--- src/rtl/fifo_wr_arbiter.sv ---
// Round-robin write arbiter feeding a FIFO, with local occupancy tracking and stall counting.
// Optional winner lock (up to 4 back-to-back grants) is enabled by defining WR_ARB_LOCK_EN.
module fifo_wr_arbiter #(
    parameter int NREQ  = 4,
    parameter int WIDTH = 4,
    parameter int DEPTH = 8
) (
    input  logic                    clk,
    input  logic                    reset,
    input  logic [NREQ-1:0]         req,
    input  logic [NREQ*WIDTH-1:0]   wdata_in,
    input  logic                    fifo_full,
    input  logic                    fifo_rd_en,
    output logic [NREQ-1:0]         gnt,
    output logic                    fifo_wr_en,
    output logic [WIDTH-1:0]        fifo_wdata,
    output logic [$clog2(DEPTH):0]  count,
    output logic [7:0]              stall_cnt,
    output logic [1:0]              state
);

    localparam int CW = $clog2(DEPTH) + 1;
    localparam int PW = (NREQ > 1) ? $clog2(NREQ) : 1;
    localparam logic [CW:0]   DEPTH_EXT = DEPTH[CW:0];
    localparam logic [CW-1:0] DEPTH_CNT = DEPTH[CW-1:0];
    localparam logic [PW-1:0] LAST_IDX  = PW'(NREQ - 1);

    typedef enum logic [1:0] {
        StIdle    = 2'd0,
        StGrant   = 2'd1,
        StBlocked = 2'd2
    } state_t;

    state_t              state_q, state_d;
    logic [NREQ-1:0]     gnt_q, gnt_d;
    logic                wr_en_q, wr_en_d;
    logic [WIDTH-1:0]    wdata_q, wdata_d;
    logic [CW-1:0]       count_q, count_d;
    logic [7:0]          stall_q, stall_d;
    logic [PW-1:0]       ptr_q, ptr_d;

    logic                can_grant;
    logic [CW:0]         occ_sum;
    logic [PW-1:0]       search_start;
    logic                win_found;
    logic [PW-1:0]       win_idx;

    // A push already in flight counts against free space.
    assign occ_sum   = {1'b0, count_q} + {{CW{1'b0}}, wr_en_q};
    assign can_grant = (|req) && !fifo_full && (occ_sum < DEPTH_EXT);

`ifdef WR_ARB_LOCK_EN
    logic [PW-1:0] last_q, last_d;
    logic [2:0]    run_q, run_d;
    logic          lock_active;

    assign lock_active  = (run_q != 3'd0) && (run_q < 3'd4) && req[last_q];
    assign search_start = lock_active ? last_q : ptr_q;

    always_comb begin
        last_d = last_q;
        run_d  = run_q;
        if (can_grant) begin
            last_d = win_idx;
            run_d  = (lock_active && (win_idx == last_q)) ? run_q + 3'd1 : 3'd1;
        end else if (!req[last_q]) begin
            run_d = 3'd0;
        end
    end

    always_ff @(posedge clk or posedge reset) begin
        if (reset) begin
            last_q <= '0;
            run_q  <= '0;
        end else begin
            last_q <= last_d;
            run_q  <= run_d;
        end
    end
`else
    assign search_start = ptr_q;
`endif

    // First requester at or after search_start, wrapping modulo NREQ.
    always_comb begin
        int cand;
        cand      = 0;
        win_found = 1'b0;
        win_idx   = '0;
        for (int k = 0; k < NREQ; k++) begin
            cand = int'(search_start) + k;
            if (cand >= NREQ) begin
                cand = cand - NREQ;
            end
            if (!win_found && req[cand]) begin
                win_found = 1'b1;
                win_idx   = PW'(cand);
            end
        end
    end

    always_comb begin
        gnt_d   = '0;
        wr_en_d = 1'b0;
        wdata_d = wdata_q;
        ptr_d   = ptr_q;
        if (can_grant && win_found) begin
            gnt_d   = NREQ'(1) << win_idx;
            wr_en_d = 1'b1;
            wdata_d = wdata_in[int'(win_idx)*WIDTH +: WIDTH];
            ptr_d   = (win_idx == LAST_IDX) ? '0 : win_idx + PW'(1);
        end
    end

    always_comb begin
        count_d = count_q;
        if (wr_en_q && !fifo_rd_en) begin
            if (count_q < DEPTH_CNT) begin
                count_d = count_q + CW'(1);
            end
        end else if (!wr_en_q && fifo_rd_en && (count_q != '0)) begin
            count_d = count_q - CW'(1);
        end
    end

    always_comb begin
        state_d = StIdle;
        if (can_grant) begin
            state_d = StGrant;
        end else if (|req) begin
            state_d = StBlocked;
        end
        stall_d = stall_q;
        if ((state_d == StBlocked) && (stall_q != 8'hFF)) begin
            stall_d = stall_q + 8'd1;
        end
    end

    always_ff @(posedge clk or posedge reset) begin
        if (reset) begin
            state_q <= StIdle;
            gnt_q   <= '0;
            wr_en_q <= 1'b0;
            wdata_q <= '0;
            count_q <= '0;
            stall_q <= '0;
            ptr_q   <= '0;
        end else begin
            state_q <= state_d;
            gnt_q   <= gnt_d;
            wr_en_q <= wr_en_d;
            wdata_q <= wdata_d;
            count_q <= count_d;
            stall_q <= stall_d;
            ptr_q   <= ptr_d;
        end
    end

    assign gnt        = gnt_q;
    assign fifo_wr_en = wr_en_q;
    assign fifo_wdata = wdata_q;
    assign count      = count_q;
    assign stall_cnt  = stall_q;
    assign state      = state_q;

endmodule

--- config.mk ---
export PLATFORM = sky130hd
export DESIGN_NAME = fifo_wr_arbiter
export DESIGN_NICKNAME = d
export VERILOG_FILES = /design/src/rtl/fifo_wr_arbiter.sv
export SDC_FILE = /design/constraint.sdc
export NUM_CORES = 1
export LEC_CHECK = 0
export BUFFER_PORTS_ARGS = -buffer_cell sky130_fd_sc_hd__buf_2
export CAP_MARGIN = 20
export CORE_ASPECT_RATIO = 0.9
export CORE_MARGIN = 3
export CORE_UTILIZATION = 44
export CTS_CLUSTER_DIAMETER = 50
export DETAILED_ROUTE_END_ITERATION = 12
export PLACE_DENSITY = 0.73
export SYNTH_ARGS = -nofsm -noshare
export SYNTH_HDL_FRONTEND = slang
export SYNTH_SLANG_ARGS = --single-unit
--- constraint.sdc ---
create_clock -name clk -period 1.9 [get_ports clk]
set_clock_uncertainty 0.15 [all_clocks]
set_input_delay 0.285 -clock clk [delete_from_list [all_inputs] [get_ports clk]]
set_output_delay 0.285 -clock clk [all_outputs]
set_load 0.05 [all_outputs]
==> metrics.txt, run 1 <==
FMAX=548.0 MHz; nets=215; largest net degree at the start of global routing=26; Tmin final=1.825 ns; vias in the first global route=1122; commonest non-fill, non-tap cell in the layout=buf_2; via count=1160; Die Width=64.58 um; min-delay worst type=in2reg; die height=58.72 um; syn_area_per_cell=10.87 sq um; Worst EP required=1.96 ns; GPL Wtd Cong=0.7859; CTS H-tree depth=1; Max Root-Sink Buffers=2; Ys Warns=0; routed wire length per instance=13.90 um; synth unique cells=44; Hold Vio Cnt, Final=0; Pre-antenna DRT Iters=4; P&R area growth vs syn=36.37%; Mapped Cells=125; synth top area cells=dfrtp_1 (46%), xnor2_1 (5.8%), a2111oi_2 (3.3%), mux2i_1 (2.9%), ha_1 (2.8%); Clock transition at path regs=0.13 ns; #FFs+latches synth=25; R2R setup slack=0.08 ns; status=finished, final reports clean; unrepaired setup endpoints after global routing=false; DR vias/cell=5.133; critical path peak fanout=7; Worst Setup SP=ptr_q[1]; R2R depth=6; element type at the critical path end=flip-flop; CTS Buf Count=3; Crit path arrival time=1.88 ns; synthesized cell area=1359 sq um; CP Class=reg2reg; Max-slew headroom=63.48%; ANT nets after route=0; Detailed Route WL=3141 um; Global Route Usage Sum=16.47%; Seq/Total Area, Yosys=46.04%; initial antenna violation count=0; Slew @ Worst Pin=0.5473 ns; Max IR drop VDD=1.093 mV; worst reg2reg path startpoint=ptr_q[1]; first-pass GRT wire length=4899 um; type of origin of the critical path=flip-flop; HPWL after DPL=2377 um; antenna fix cells=0; clk_lat worst skew=0.32 ns; 1st-iter DRT viols=16; DIE AREA=3792 sq um; # port buffers=46; setup TNS=0 ns; commonest non-fill, non-tap cells in the layout=buf_2 (46), dfrtp_1 (18), buf_4 (10); count of final setup violators=0; Pleak=0.8587 nW; Max Slew Vio Count=0; row cnt=18; CTS sink cnt=25; syn nets=153; Pwr Total=3.234 mW; share of layout cells above drive strength 1=48.92%; Max Cap Viol=0; PD cells=1745 nW/um^2; dominant cell type by area after synthesis=dfrtp_1; Setup crit end=fifo_wdata[0]; # DRC=0; CTS tree=yes; total global routing overflow=0; Root Buffer=clkbuf_4; final cycle utilization of the critical path=96.05%; reg2reg end=fifo_wdata[0]; Ports=47; Core ar.=2838 sq um; share of the synthesized area in the top cell type=46.04%; Starting Density=47.88%
## critical path, cell delays in order (launching register included)
cell       delay [ns]
dfrtp_2          0.43
mux2i_2          0.25
a22oi_2          0.10
buf_4            0.17
and2_4           0.18
a2111oi_4        0.34
a211oi_1         0.09
## area by class of cell
cell class	instances	area [sq um]
fill	237	984.7
sequential	25	634.4
inverter	6	25.02
multi-input combinational	92	778.2
clock inverter	1	5.005
tap	40	50.05
clock buffer	3	22.52
timing repair buffer	59	337.8
## state kept, by name, indices dropped and copies added (netlist names)
| signal | flops |
|---|---|
| stall_cnt | 8 |
| gnt | 4 |
| count | 4 |
| fifo_wr_en | 1 |
| fifo_wdata | 4 |
| ptr_q | 2 |
| state | 2 |
## power by group
part           switching (mW)  internal [mW]
combinational            1.30          0.681
sequential              0.251          0.769
clock                   0.156         0.0789
## timing repair
item | 4_1_cts | 5_1_grt
hold endpoints to repair | 25 | 0
resized for setup | 2 | 16
pin swaps | 2 | 3
buffers inserted | 2 | 5
setup endpoints to repair | 4 | 7
hold buffers | 1 | 0
## stage by stage
stage / hold slack [ns] / cells / utilization (%) / setup WS (ns) / cell area (sq um)
after floorplan: 0.1619 / 125 / - / -0.05565 / 1376
after global placement: 0.1960 / 214 / 59.17 / 0.07407 / 1679
after detailed placement: 0.2043 / 214 / 59.17 / -0.01282 / 1679
after CTS: 0.06937 / 221 / 61.16 / 0.004609 / 1735
after global routing: 0.08916 / 226 / 65.30 / 0.002727 / 1853
final: 0.09936 / 226 / 65.30 / 0.07506 / 1853
## logic make-up after synthesis
logic type	after synthesis	share of synthesized area, %
flops	25	46.04
mux	6	4.604
xor+xnor	12	7.735
fa+ha+maj	4	4.236
simple gates	44	17.13
buf+inv	8	2.762
compound gates	26	17.50
## synthesized netlist by cell type
library cell	instances
and2_1	1
ha_1	3
xor2_1	3
o21a_1	1
nor4_2	1
fa_1	1
nand3_1	4
or2_2	1
a21boi_0	3
a311oi_1	1
o22a_1	1
a22oi_2	1
o221ai_1	1
o21bai_1	1
inv_1	5
nor2b_1	1
nor3_2	1
o2111ai_1	1
a21oi_1	3
a21bo_2	1
nand4_1	1
and3_1	3
buf_4	2
mux2_2	1
nor2_1	10
a21o_1	1
a2111oi_2	3
nand2b_1	5
o21ai_0	1
dfrtp_1	25
nand2_1	10
a211oi_1	3
o41ai_1	1
or2_1	1
inv_2	1
nor2_2	1
mux2i_1	4
mux2_1	1
a311oi_4	1
o21ai_1	1
and4_1	2
nor3_1	2
xnor2_1	9
a22oi_1	1
## worst min path at each step
stage                     cells past startpoint  slack [ns]  startpoint       end
after floorplan                               1        0.16       reset  count[3]
after detailed placement                      3        0.20       reset  count[3]
after CTS                                     3        0.07   fifo_full  state[1]
after global placement                        3        0.20       reset  count[3]
final                                         3         0.1   fifo_full  state[1]
after global routing                          3        0.09   fifo_full  state[1]
## layer usage
layer | vias to the layer above | share of wire (%) | track usage [%]
li1 | 571 | - | -
met1 | 553 | 41 | 19.53
met2 | 34 | 52 | 30.74
met3 | 2 | 6.0 | 4.771
met4 | 0 | 0.38 | 1.807
met5 | - | 0 | 0
(Power assumes the default switching activity.)
==> inputs of run 2 (changes only) <==
- ABC_AREA: unset -> 1
- CAP_MARGIN: 20 -> 0
- CORE_UTILIZATION: 44 -> 46
- PLACE_DENSITY: 0.73 -> 0.74
==> run 2 against run 1 <==
The run now ends with setup timing left. Flip-flop and latch count is the same. Global-route usage grew 3.7 points. Via count grew 42%. Register-to-register slack lost 0.08 ns. Setup slack lost 0.075 ns. Non-clock buffer count grew 7. Clock-buffer cell count is the same. Cell count grew 46%. Critical path depth grew 8. Fmax shrank 4.0%. Final area grew 20%. Wire length grew 23%.
==> metrics.txt, run 2 <==
status=complete, but fails checks; failing checks=setup timing; reg2reg end=fifo_wdata[2]; Max-slew headroom=79.36% (+16 points); DIE AREA=4155 sq um (+9.6%); nets=316 (+47%); Hold Vio Cnt, Final=0 (unchanged); CTS sink cnt=25 (unchanged); antenna fix cells=0 (unchanged); Slew @ Worst Pin=0.3070 ns (-0.2403 ns); Crit path arrival time=1.91 ns (+0.03 ns); DR vias/cell=5.003 (-2.5%); CP Class=reg2reg; 1st-iter DRT viols=92 (+76); final cycle utilization of the critical path=100.0% (+4.0 points); syn nets=246 (+61%); Pre-antenna DRT Iters=4 (unchanged); Worst Setup SP=ptr_q[0]; fillers=257 (+8.4%); Ys Warns=0 (unchanged); Setup WS post-layout=-0.0001332 ns (-0.07520 ns); max FFs per register=8 (unchanged); Tmin final=1.900 ns (+0.07520 ns); Die Width=67.61 um (+4.7%); Async SR Flop Fraction=100.0% (unchanged); synth unique cells=29 (-34%); min-delay worst type=in2reg; # DRC=0 (unchanged); Max Slew Vio Count=0 (unchanged); R2R setup slack=-0.0001 ns (-0.08 ns); Multi-input gate area=1003 sq um (+29%); largest net degree at the start of global routing=26 (unchanged); initial antenna violation count=0 (unchanged); Global Route Usage Sum=20.17% (+3.7 points); Core ar.=3162 sq um (+11%); Detailed Route WL=3872 um (+23%); share of layout cells above drive strength 1=40.77% (-8.2 points); share of the synthesized area in the top cell type=39.81% (-6.2 points); critical path peak fanout=7 (unchanged); synth cell count leaders=nand2_1 (96), dfrtp_1 (25), nand3_1 (20); # port buffers=46 (unchanged); Starting Density=49.70% (+1.8 points); die height=61.45 um (+4.6%); most frequent cell after synthesis=nand2_1; Core Util, Final=70.08% (+4.8 points); GPL Wtd Cong=0.8046 (+2.4%); FMAX=526.3 MHz (-4.0%); #FFs+latches synth=25 (unchanged); Setup crit end=fifo_wdata[2]; Seq/Total Area, Yosys=39.81% (-6.2 points); Clock transition at path regs=0.09 ns (-0.04 ns); register area=631.9 sq um (-0.39%); element type at the critical path end=flip-flop; syn_area_per_cell=7.209 sq um (-34%); commonest non-fill, non-tap cells in the layout=nand2_1 (83), buf_2 (46), dfrtp_1 (20); Root Buffer=clkbuf_8; placed instance count=314 (+47%); Mapped Cells=218 (+74%); first-pass GRT wire length=6444 um (+32%); Worst EP required=1.91 ns (-0.05 ns); Max Root-Sink Buffers=2 (unchanged); row cnt=19 (+1); synth top area cells=dfrtp_1 (40%), nand2_1 (23%), nand3_1 (6.4%), inv_1 (4.3%), xor2_1 (3.3%); ANT nets after route=0 (unchanged); Layout Cells excl Fill=329 (+46%); commonest non-fill, non-tap cell in the layout=nand2_1; dominant cell type by area after synthesis=dfrtp_1; synthesized cell area=1572 sq um (+16%); total global routing overflow=0 (unchanged); Ports=47 (unchanged); via count=1646 (+42%); unrepaired setup endpoints after global routing=true; routed wire length per instance=11.77 um (-15%); type of origin of the critical path=flip-flop; Place WS=-0.008933 ns (+0.003884 ns); CTS tree=yes; P&R area growth vs syn=41.00%; worst reg2reg path startpoint=ptr_q[0]; Main synth FF type=dfrtp_1; R2R depth=14 (+8); clk_lat worst skew=0.27 ns (-0.05 ns); CTS H-tree depth=1 (unchanged); Max Cap Viol=0 (unchanged); HPWL after DPL=2729 um (+15%); count of final setup violators=1 (+1); Post-synth EDFFs=0 (unchanged); vias in the first global route=1520 (+35%); CTS Buf Count=3 (unchanged)
-- run 2: final cells by class --
class	count	area share [%]
multi-input cells	170	45.28
repair inverters	1	0.3388
clock buffers	3	1.863
inverters	21	3.783
repair buffers	66	17.62
clock inverters	1	0.2259
well taps	42	2.372
flip-flops and latches	25	28.51
-- run 2: critical path, stage by stage (launching register included) --
cell     delay, ns
dfrtp_2       0.48
inv_2         0.12
nand2_1       0.10
nand3_2       0.10
nand2_4       0.07
nor2_4        0.14
nand3_4       0.12
nand2_8       0.13
nand2_8       0.07
nand2_2       0.07
nand2_1       0.04
nand2_1       0.05
nand2_1       0.05
nand2_1       0.05
nand2_1       0.05
-- run 2: cell families (layout without fill, tap and decap cells) --
logic type	after synthesis	count (layout)	share of synthesized area, %
simple gates	144	146	40.21
flops	25	25	39.81
buf+inv	25	92	7.005
compound gates	10	10	3.742
xor+xnor	10	10	5.573
fa+ha+maj	4	4	3.663
-- run 2: worst min path at each step --
stage / from / end / slack [ns] / cells past startpoint
4_1_cts: fifo_full / state[0] / 0.03 / 2
2_1_floorplan: reset / count[3] / 0.16 / 1
6_report: fifo_full / state[0] / 0.06 / 2
5_1_grt: fifo_full / state[0] / 0.06 / 2
3_5_place_dp: reset / count[3] / 0.20 / 3
3_3_place_gp: reset / stall_cnt[4] / 0.20 / 3
-- run 2: through the flow --
stage | hold slack [ns] | area (sq um) | TNS, ns
detailed placement | 0.2000 | 1944 | -0.01705
global placement | 0.1998 | 1944 | 0
finish | 0.06239 | 2216 | -0.0001332
floorplan | 0.1620 | 1597 | -0.07100
global route | 0.05907 | 2216 | -1.063
CTS | 0.03491 | 2171 | 0
-- run 2: what timing repair did --
item / CTS / global route
hold buffers: 1 / 0
setup buffers: 5 / 2
gates resized for setup: 30 / 6
pin swaps: 12 / 4
endpoints found under the setup margin: 4 / 19
gates cloned: 3 / 0
hold endpoints to repair: 25 / 0
-- run 2: metal layers --
layer	track usage [%]	part of all wire, %	up-vias
li1	-	-	826
met1	26.99	46	775
met2	34.26	50	43
met3	3.285	3.8	2
met4	4.913	0.54	0
met5	0	0	-
Power of run 2 is not shown: default switching activity piles up to over one toggle a cycle in this logic, so the estimate is an artifact.
